--- src/rtl/axi_rd_pkg.sv ---
// axi_rd_pkg: burst/response encodings and read FSM states for the AXI read responder
package axi_rd_pkg;
  localparam logic [1:0] BURST_FIXED = 2'b00;
  localparam logic [1:0] BURST_INCR = 2'b01;
  localparam logic [1:0] BURST_WRAP = 2'b10;
  localparam logic [1:0] BURST_RSVD = 2'b11;
  localparam logic [1:0] RESP_OKAY = 2'b00;
  localparam logic [1:0] RESP_SLVERR = 2'b10;
  typedef enum logic [1:0] {IDLE, FETCH, LOAD, SEND} state_e;
endpackage

--- src/rtl/axi_rd_addr_gen.sv ---
// axi_rd_addr_gen: next beat address (addr,len,burst -> next_addr) for FIXED/INCR, plus WRAP when AXI_RD_WRAP_EN is defined
module axi_rd_addr_gen
  import axi_rd_pkg::*;
#(
  parameter int ADDR_W = 32,
  parameter int DATA_W = 32
) (
  input  logic [ADDR_W-1:0] addr,
  input  logic [7:0]        len,
  input  logic [1:0]        burst,
  output logic [ADDR_W-1:0] next_addr
);
  localparam int STEP = DATA_W / 8;
  logic [ADDR_W-1:0] incr;
  assign incr = addr + ADDR_W'(STEP);
`ifdef AXI_RD_WRAP_EN
  logic [ADDR_W-1:0] mask;
  assign mask = (ADDR_W'(len) + ADDR_W'(1)) * ADDR_W'(STEP) - ADDR_W'(1);
  always_comb next_addr = burst == BURST_FIXED ? addr :
                          burst == BURST_WRAP ? (addr & ~mask) | (incr & mask) : incr;
`else
  logic unused_len;
  assign unused_len = ^len;
  always_comb next_addr = burst == BURST_FIXED ? addr : incr;
`endif
endmodule

--- src/rtl/axi_slave_read_fsm.sv ---
// axi_slave_read_fsm: AXI AR/R responder driving a sync memory (o_ren/o_raddr -> i_rdata next cycle); WRAP bursts need AXI_RD_WRAP_EN
module axi_slave_read_fsm
  import axi_rd_pkg::*;
#(
  parameter int ADDR_W = 32,
  parameter int DATA_W = 32
) (
  input  logic              clk,
  input  logic              rst,
  input  logic              s_arvalid,
  output logic              s_arready,
  input  logic [ADDR_W-1:0] s_araddr,
  input  logic [7:0]        s_arlen,
  input  logic [1:0]        s_arburst,
  output logic              s_rvalid,
  input  logic              s_rready,
  output logic [DATA_W-1:0] s_rdata,
  output logic [1:0]        s_rresp,
  output logic              s_rlast,
  output logic              o_ren,
  output logic [ADDR_W-1:0] o_raddr,
  input  logic [DATA_W-1:0] i_rdata
);
  state_e state, state_nx;
  logic [ADDR_W-1:0] addr, addr_nx;
  logic [DATA_W-1:0] data;
  logic [7:0] len, beat;
  logic [1:0] burst;
  logic err, bad, last;
  axi_rd_addr_gen #(.ADDR_W(ADDR_W), .DATA_W(DATA_W)) u_gen (
    .addr(addr),
    .len(len),
    .burst(burst),
    .next_addr(addr_nx)
  );
`ifdef AXI_RD_WRAP_EN
  assign bad = s_arburst == BURST_RSVD ||
               (s_arburst == BURST_WRAP && !(s_arlen inside {8'd1, 8'd3, 8'd7, 8'd15}));
`else
  assign bad = s_arburst[1];
`endif
  assign last = beat == len;
  assign s_arready = state == IDLE && !rst;
  assign s_rvalid = state == SEND;
  assign s_rlast = s_rvalid && last;
  assign s_rresp = s_rvalid && err ? RESP_SLVERR : RESP_OKAY;
  assign s_rdata = data;
  assign o_ren = state == FETCH && !err;
  assign o_raddr = state == FETCH ? addr : '0;
  always_comb begin
    state_nx = state;
    case (state)
      IDLE:    state_nx = s_arvalid ? FETCH : IDLE;
      FETCH:   state_nx = LOAD;
      LOAD:    state_nx = SEND;
      SEND:    state_nx = !s_rready ? SEND : last ? IDLE : FETCH;
      default: state_nx = IDLE;
    endcase
  end
  always_ff @(posedge clk or posedge rst)
    if (rst) begin
      state <= IDLE;
      addr <= '0;
      len <= '0;
      burst <= '0;
      beat <= '0;
      err <= 1'b0;
      data <= '0;
    end else begin
      state <= state_nx;
      if (state == IDLE && s_arvalid) begin
        addr <= s_araddr;
        len <= s_arlen;
        burst <= s_arburst;
        beat <= '0;
        err <= bad;
      end
      if (state == LOAD) data <= err ? '0 : i_rdata;
      if (state == SEND && s_rready && !last) begin
        addr <= addr_nx;
        beat <= beat + 8'd1;
      end
    end
endmodule

--- config.mk ---
export PLATFORM = sky130hd
export DESIGN_NAME = axi_slave_read_fsm
export DESIGN_NICKNAME = d
export VERILOG_FILES = /design/src/rtl/axi_rd_pkg.sv /design/src/rtl/axi_rd_addr_gen.sv /design/src/rtl/axi_slave_read_fsm.sv
export SDC_FILE = /design/constraint.sdc
export NUM_CORES = 1
export LEC_CHECK = 0
export CAP_MARGIN = 20
export CORE_ASPECT_RATIO = 0.7
export CORE_MARGIN = 2
export CORE_UTILIZATION = 47
export CTS_BUF_LIST = sky130_fd_sc_hd__clkbuf_4 sky130_fd_sc_hd__clkbuf_8 sky130_fd_sc_hd__clkbuf_16
export DETAILED_ROUTE_END_ITERATION = 10
export GPL_TIMING_DRIVEN = 0
export HOLD_SLACK_MARGIN = 0.08
export MAX_ROUTING_LAYER = met4
export PLACE_DENSITY = 0.83
export SYNTH_ARGS = -nofsm -noshare
export SYNTH_HDL_FRONTEND = slang
export SYNTH_SLANG_ARGS = --single-unit
--- constraint.sdc ---
create_clock -name clk -period 3.3 [get_ports clk]
set_clock_uncertainty 0.1 [all_clocks]
set_input_delay 0.66 -clock clk [delete_from_list [all_inputs] [get_ports clk]]
set_output_delay 0.66 -clock clk [all_outputs]
set_load 0.005 [all_outputs]
After elaboration in Yosys (flattened, before gate mapping):

Cells that the tools add are included.
W data, S select, Z words.

* bits in registers: 85
* input bits: 78
* output and inout port bits: 70
* logic and storage cells: 40

* eq/ne operators: 5
* add/subtract/negate cells: 2
* reductions and logical operators: 14
* multiplexer cells: 12

Operators by type and width (count)
* $mux W32: 5
* $add A32 B3 Y32 const B: 1
* $mux W8: 2
* $add A8 B1 Y8 const B: 1
* $eq A8 B8 Y1: 1
* $pmux W2 S4: 1
* $logic_and A1 B1 Y1: 7
* $eq A2 B2 Y1 const B: 2
* $logic_not A2 Y1: 2
* $mux W2: 2
* $logic_not A1 Y1: 3
* $eq A2 B1 Y1 const B: 1
* $mux W1: 2
* $ne A2 B2 Y1 const B: 1
* $reduce_and A2 Y1: 1
* $reduce_bool A2 Y1: 1

Depth between registers and ports, before layout:

* depth in word-level cells: 5
* depth in mapped cells: 7
* depth with buffers taken out: 6

Cells and area by module:

From an unflattened synthesis, not the netlist that was laid out.

* cell total of the unflattened synthesis: 514
* area, all modules: 4698.3 µm²

By module, submodules not included
* axi_slave_read_fsm: times used 1, sequential area each 2102.0 µm², cells each 426, area each 4043.9 µm²
* axi_rd_addr_gen: times used 1, sequential area each 0.0 µm², cells each 88, area each 654.4 µm²

Worst setup path before layout:

OpenSTA, ideal clock, no wires.

* path kind: input to register
* from: input s_arvalid
* to: register addr[16]
* setup time: 67 ps
* slack: 1220 ps
* buffers on the path: 0
* required time: 3133 ps
* cell stages on the path: 5
* arrival time: 1913 ps
* cell sequence: nor3b_1 -> nor3_1 -> or4_1 -> a21oi_1 -> a221o_1

* cells in the longest elaborated chain, start to end: 3

RTL lines
* start, declared: RTL line axi_slave_read_fsm.sv:10 `input logic s_arvalid,`
* $logic_and A1 B1 Y1: RTL line axi_slave_read_fsm.sv:71 `if (state == IDLE && s_arvalid) begin`
* $reduce_bool A2 Y1 (no source line)
* $reduce_and A2 Y1 (no source line)
* end signal, assigned: RTL line axi_slave_read_fsm.sv:72 `addr <= s_araddr;`
* end signal, assigned: RTL line axi_slave_read_fsm.sv:80 `addr <= addr_nx;`
* end, declared: RTL line axi_slave_read_fsm.sv:25 `logic [ADDR_W-1:0] addr, addr_nx;`

No other way between the ends.
A chain may end at the register's enable or synchronous reset.

Worst setup path after layout:

* from: register state[0]
* to: output o_raddr[9]

* cells in the longest elaborated chain, start to end: 2

RTL lines
* start, declared: RTL line axi_slave_read_fsm.sv:24 `state_e state, state_nx;`
* start signal, assigned: RTL line axi_slave_read_fsm.sv:70 `state <= state_nx;`
* $eq A2 B1 Y1: RTL line axi_slave_read_fsm.sv:49 `assign o_raddr = state == FETCH ? addr : '0;`
* $mux W32: RTL line axi_slave_read_fsm.sv:49
* end, declared: RTL line axi_slave_read_fsm.sv:21 `output logic [ADDR_W-1:0] o_raddr,`

No other way between the ends.

==> results.toml <==
[detailed_routing]
met3_length_um = 1240
via_count = 4732
wl_per_cell_um = 17.9
dr_wl_met2_um = 6910
via_per_inst = 5.67
ant_nets = 0
drt_pass1_iterations = 6
initialDrtViolationCount = 493
top_layer = "met4"
wirelength_um = 14900
wirelength_met1_um = 6510
route.detailed.drc = 0

[clocking]
root_buffer = "clkbuf_16"
clock_sinks = 84
worst_skew_pair.late_latency_ps = 340
htreeDepth = 3
cts_buffers = 9
clk_pin_slew_ps = 60
clockBufferDepth = 2
postCtsSetupRepairBufs = 0
cts_tree = "built"

[placed_design]
port_buffers = 146
place_area_um2 = 6370
gp_congestion = 0.956
post-dp-hpwl_um = 10900

[worst_setup_path]
reg2reg_from = "beat[0]"
reg2reg_depth = 5
r2r_slack_ps = 730
crit_arrival_ps = 2340
path_max_fanout = 10
start_kind = "flip-flop"
required_ps = 2540
crit_type = "reg2out"
end_kind = "output port"
reg2reg_to = "addr[27]"

[sta]
min_period_ps = 3100
drv_slew = 0
max_freq_ghz = 0.323
finalSetupViolations = 0
hold_viol_final = 0
fin_crit_sh = 0.938
worst_pin_slew_ps = 816
maxSlewHeadroom = 0.452
rsz0062_at_grt = "false"

[logic_synthesis]
ys_async_sr_fraction = 1.00
synth_ff_type = "dfrtp_1"
yosysUniqueCellTypes = 44
synth_edf_count = 0
avgSynthCellArea_um2 = 8.67
synth_nets = 624
ys_warn_count = 0
synth_seq_area_share = 0.446
ys_seq_elements = 84
syn_inst = 544
syn_area_um2 = 4710

[power_and_ir_drop]
cellInternalPower_mw = 3.46
power_frac_seq = 0.340
power_density_nw_per_um2 = 850
power_switching_mw = 2.23
peakVddDrop_v = 0.000487
sw_frac_of_total = 0.392
pwr-share-comb = 0.474
p_leak_nw = 2.77
power_mw = 5.69
clock_power_share = 0.187

[min_path]
min-delay-path-class = "reg2reg"
worst_hold_path.num_cells = 2
worstHoldStart = "addr[1]"
whs_endpoint = "addr[1]"

[layout]
drive_gt1_frac = 0.0509
nets = 782
n_antenna_cell = 0
multi_input_area_um2 = 2420
fillers = 779
regArea_um2 = 2100
fin_area_um2 = 6690
syn_to_final_growth_pct = 42.0

[floorplan]
die_area_um2 = 10900
start_util = 0.485
fp.coreArea_um2 = 9720
rows = 30
ios = 148
die_w_um = 124
die_height_um = 87.8

[global_route]
antenna_found_initial = 0
grt-ovfl-total = 0
grt_pass1_wl_um = 23300
grt_max_degree = 68
gr-usage-all-layers = 0.291
grt_pass1_vias = 4520

[run_status]
outcome = "completed"

[flow_run]
maxCapViolCount = 0
final cells by class:
class / count / share of cell area
plain buffers: 38 / 0.0239
clock buffers: 13 / 0.0409
clock inverters: 3 / 0.00654
inverters: 10 / 0.00598
multi-input cells: 412 / 0.362
flip-flops and latches: 84 / 0.314
well taps: 128 / 0.0239
repair buffers: 147 / 0.222
kinds of logic (layout without fill, tap and decap cells):
group | count (synthesis) | after routing | synth area share
compound gates | 96 | 96 | 0.132
mux | 29 | 29 | 0.0616
xor+xnor | 8 | 8 | 0.0149
other cells | 1 | 1 | 0.000795
buf+inv | 48 | 211 | 0.0417
simple gates | 276 | 276 | 0.298
fa+ha+maj | 2 | 2 | 0.00531
flops | 84 | 84 | 0.446
layer usage:
layer,track usage,up-vias
li1,-,2222
met1,0.382,2237
met2,0.444,249
met3,0.0716,24
met4,0.0919,0
met5,-,-
stage by stage:
| stage | setup slack [ps] | TNS (ps) | std cells | hold slack (ps) | util |
|---|---|---|---|---|---|
| floorplan | 375 | 0 | 544 | 337 | - |
| global placement | -969 | -81130 | 818 | 349 | 0.652 |
| detailed placement | 259 | 0 | 819 | 359 | 0.655 |
| CTS | 48.1 | 0 | 835 | 371 | 0.688 |
| global route | 64.3 | 0 | 835 | 409 | 0.688 |
| finish | 204 | 0 | 835 | 365 | 0.688 |
worst max-delay path, stage by stage, from the launching register on:
cell and delay [ps]:
dfrtp_1 350, clkbuf_1 300, nor2b_4 340, clkbuf_1 310, and2_1 180, clkdlybuf4s50_1 510
sequential cells by signal (all words and copies together), names as in the netlist:
signal and cells:
beat 8, s_rdata 32, burst 2, addr 32, len 8, state 2
repair_timing:
item | CTS | global route
hold buffers | 0 | 0
resized for setup | 1 | 3
setup endpoints to repair | 20 | 24
synthesized netlist by cell type, drive strengths merged (3+ instances only):
master | n | share of area
nand3 | 20 | 0.021
a21oi | 8 | 0.0085
clkbuf | 29 | 0.023
nand2 | 115 | 0.092
nor4 | 4 | 0.0066
dfrtp | 84 | 0.45
nor2b | 3 | 0.0040
buf | 9 | 0.011
nor3 | 13 | 0.016
o22ai | 13 | 0.017
nand2b | 33 | 0.044
mux2i | 29 | 0.062
o2bb2ai | 6 | 0.011
inv | 10 | 0.0080
nand4 | 16 | 0.023
and2 | 34 | 0.045
nor2 | 19 | 0.015
a32oi | 10 | 0.019
xnor2 | 8 | 0.015
or4 | 3 | 0.0056
and4 | 8 | 0.015
o21ai | 39 | 0.041
a22oi | 7 | 0.011
and3 | 5 | 0.0066
how the worst max path moves through the flow:
stage | cells after the start | slack, ps | end | from
finish | 5 | 200 | o_raddr[9] | state[0]
global route | 5 | 60 | o_raddr[1] | state[0]
CTS | 5 | 50 | o_raddr[18] | state[0]
floorplan | 1 | 370 | addr[0] | rst
detailed placement | 5 | 260 | o_raddr[18] | state[0]
global placement | 2 | -970 | addr[14] | rst
cells in the final DEF (no fill, tap or decap), types with 9 or more instances in the layout:
cell             netlist  layout
nand2_1              115     115
nand4_1               15      15
o22ai_1               13      13
mux2i_1               29      29
clkbuf_16              0       9
nand3_1               20      20
clkdlybuf4s50_1        0     146
o21ai_0               38      38
a32oi_1               10      10
clkbuf_1              29      28
nor3_1                11      11
nand2b_1              33      33
dfrtp_1               84      84
and2_1                34      34
nor2_1                19      19
inv_1                 10       9
power groups by stage:
stage	combinational (mW)	sequential (mW)	clock (mW)
final	2.70	1.93	1.06
after global routing	2.96	2.00	1.11
after CTS	2.67	1.92	1.07
after detailed placement	2.63	1.93	0
after floorplan	1.47	1.83	0
after global placement	2.54	1.91	0
(Power assumes the default switching activity.)
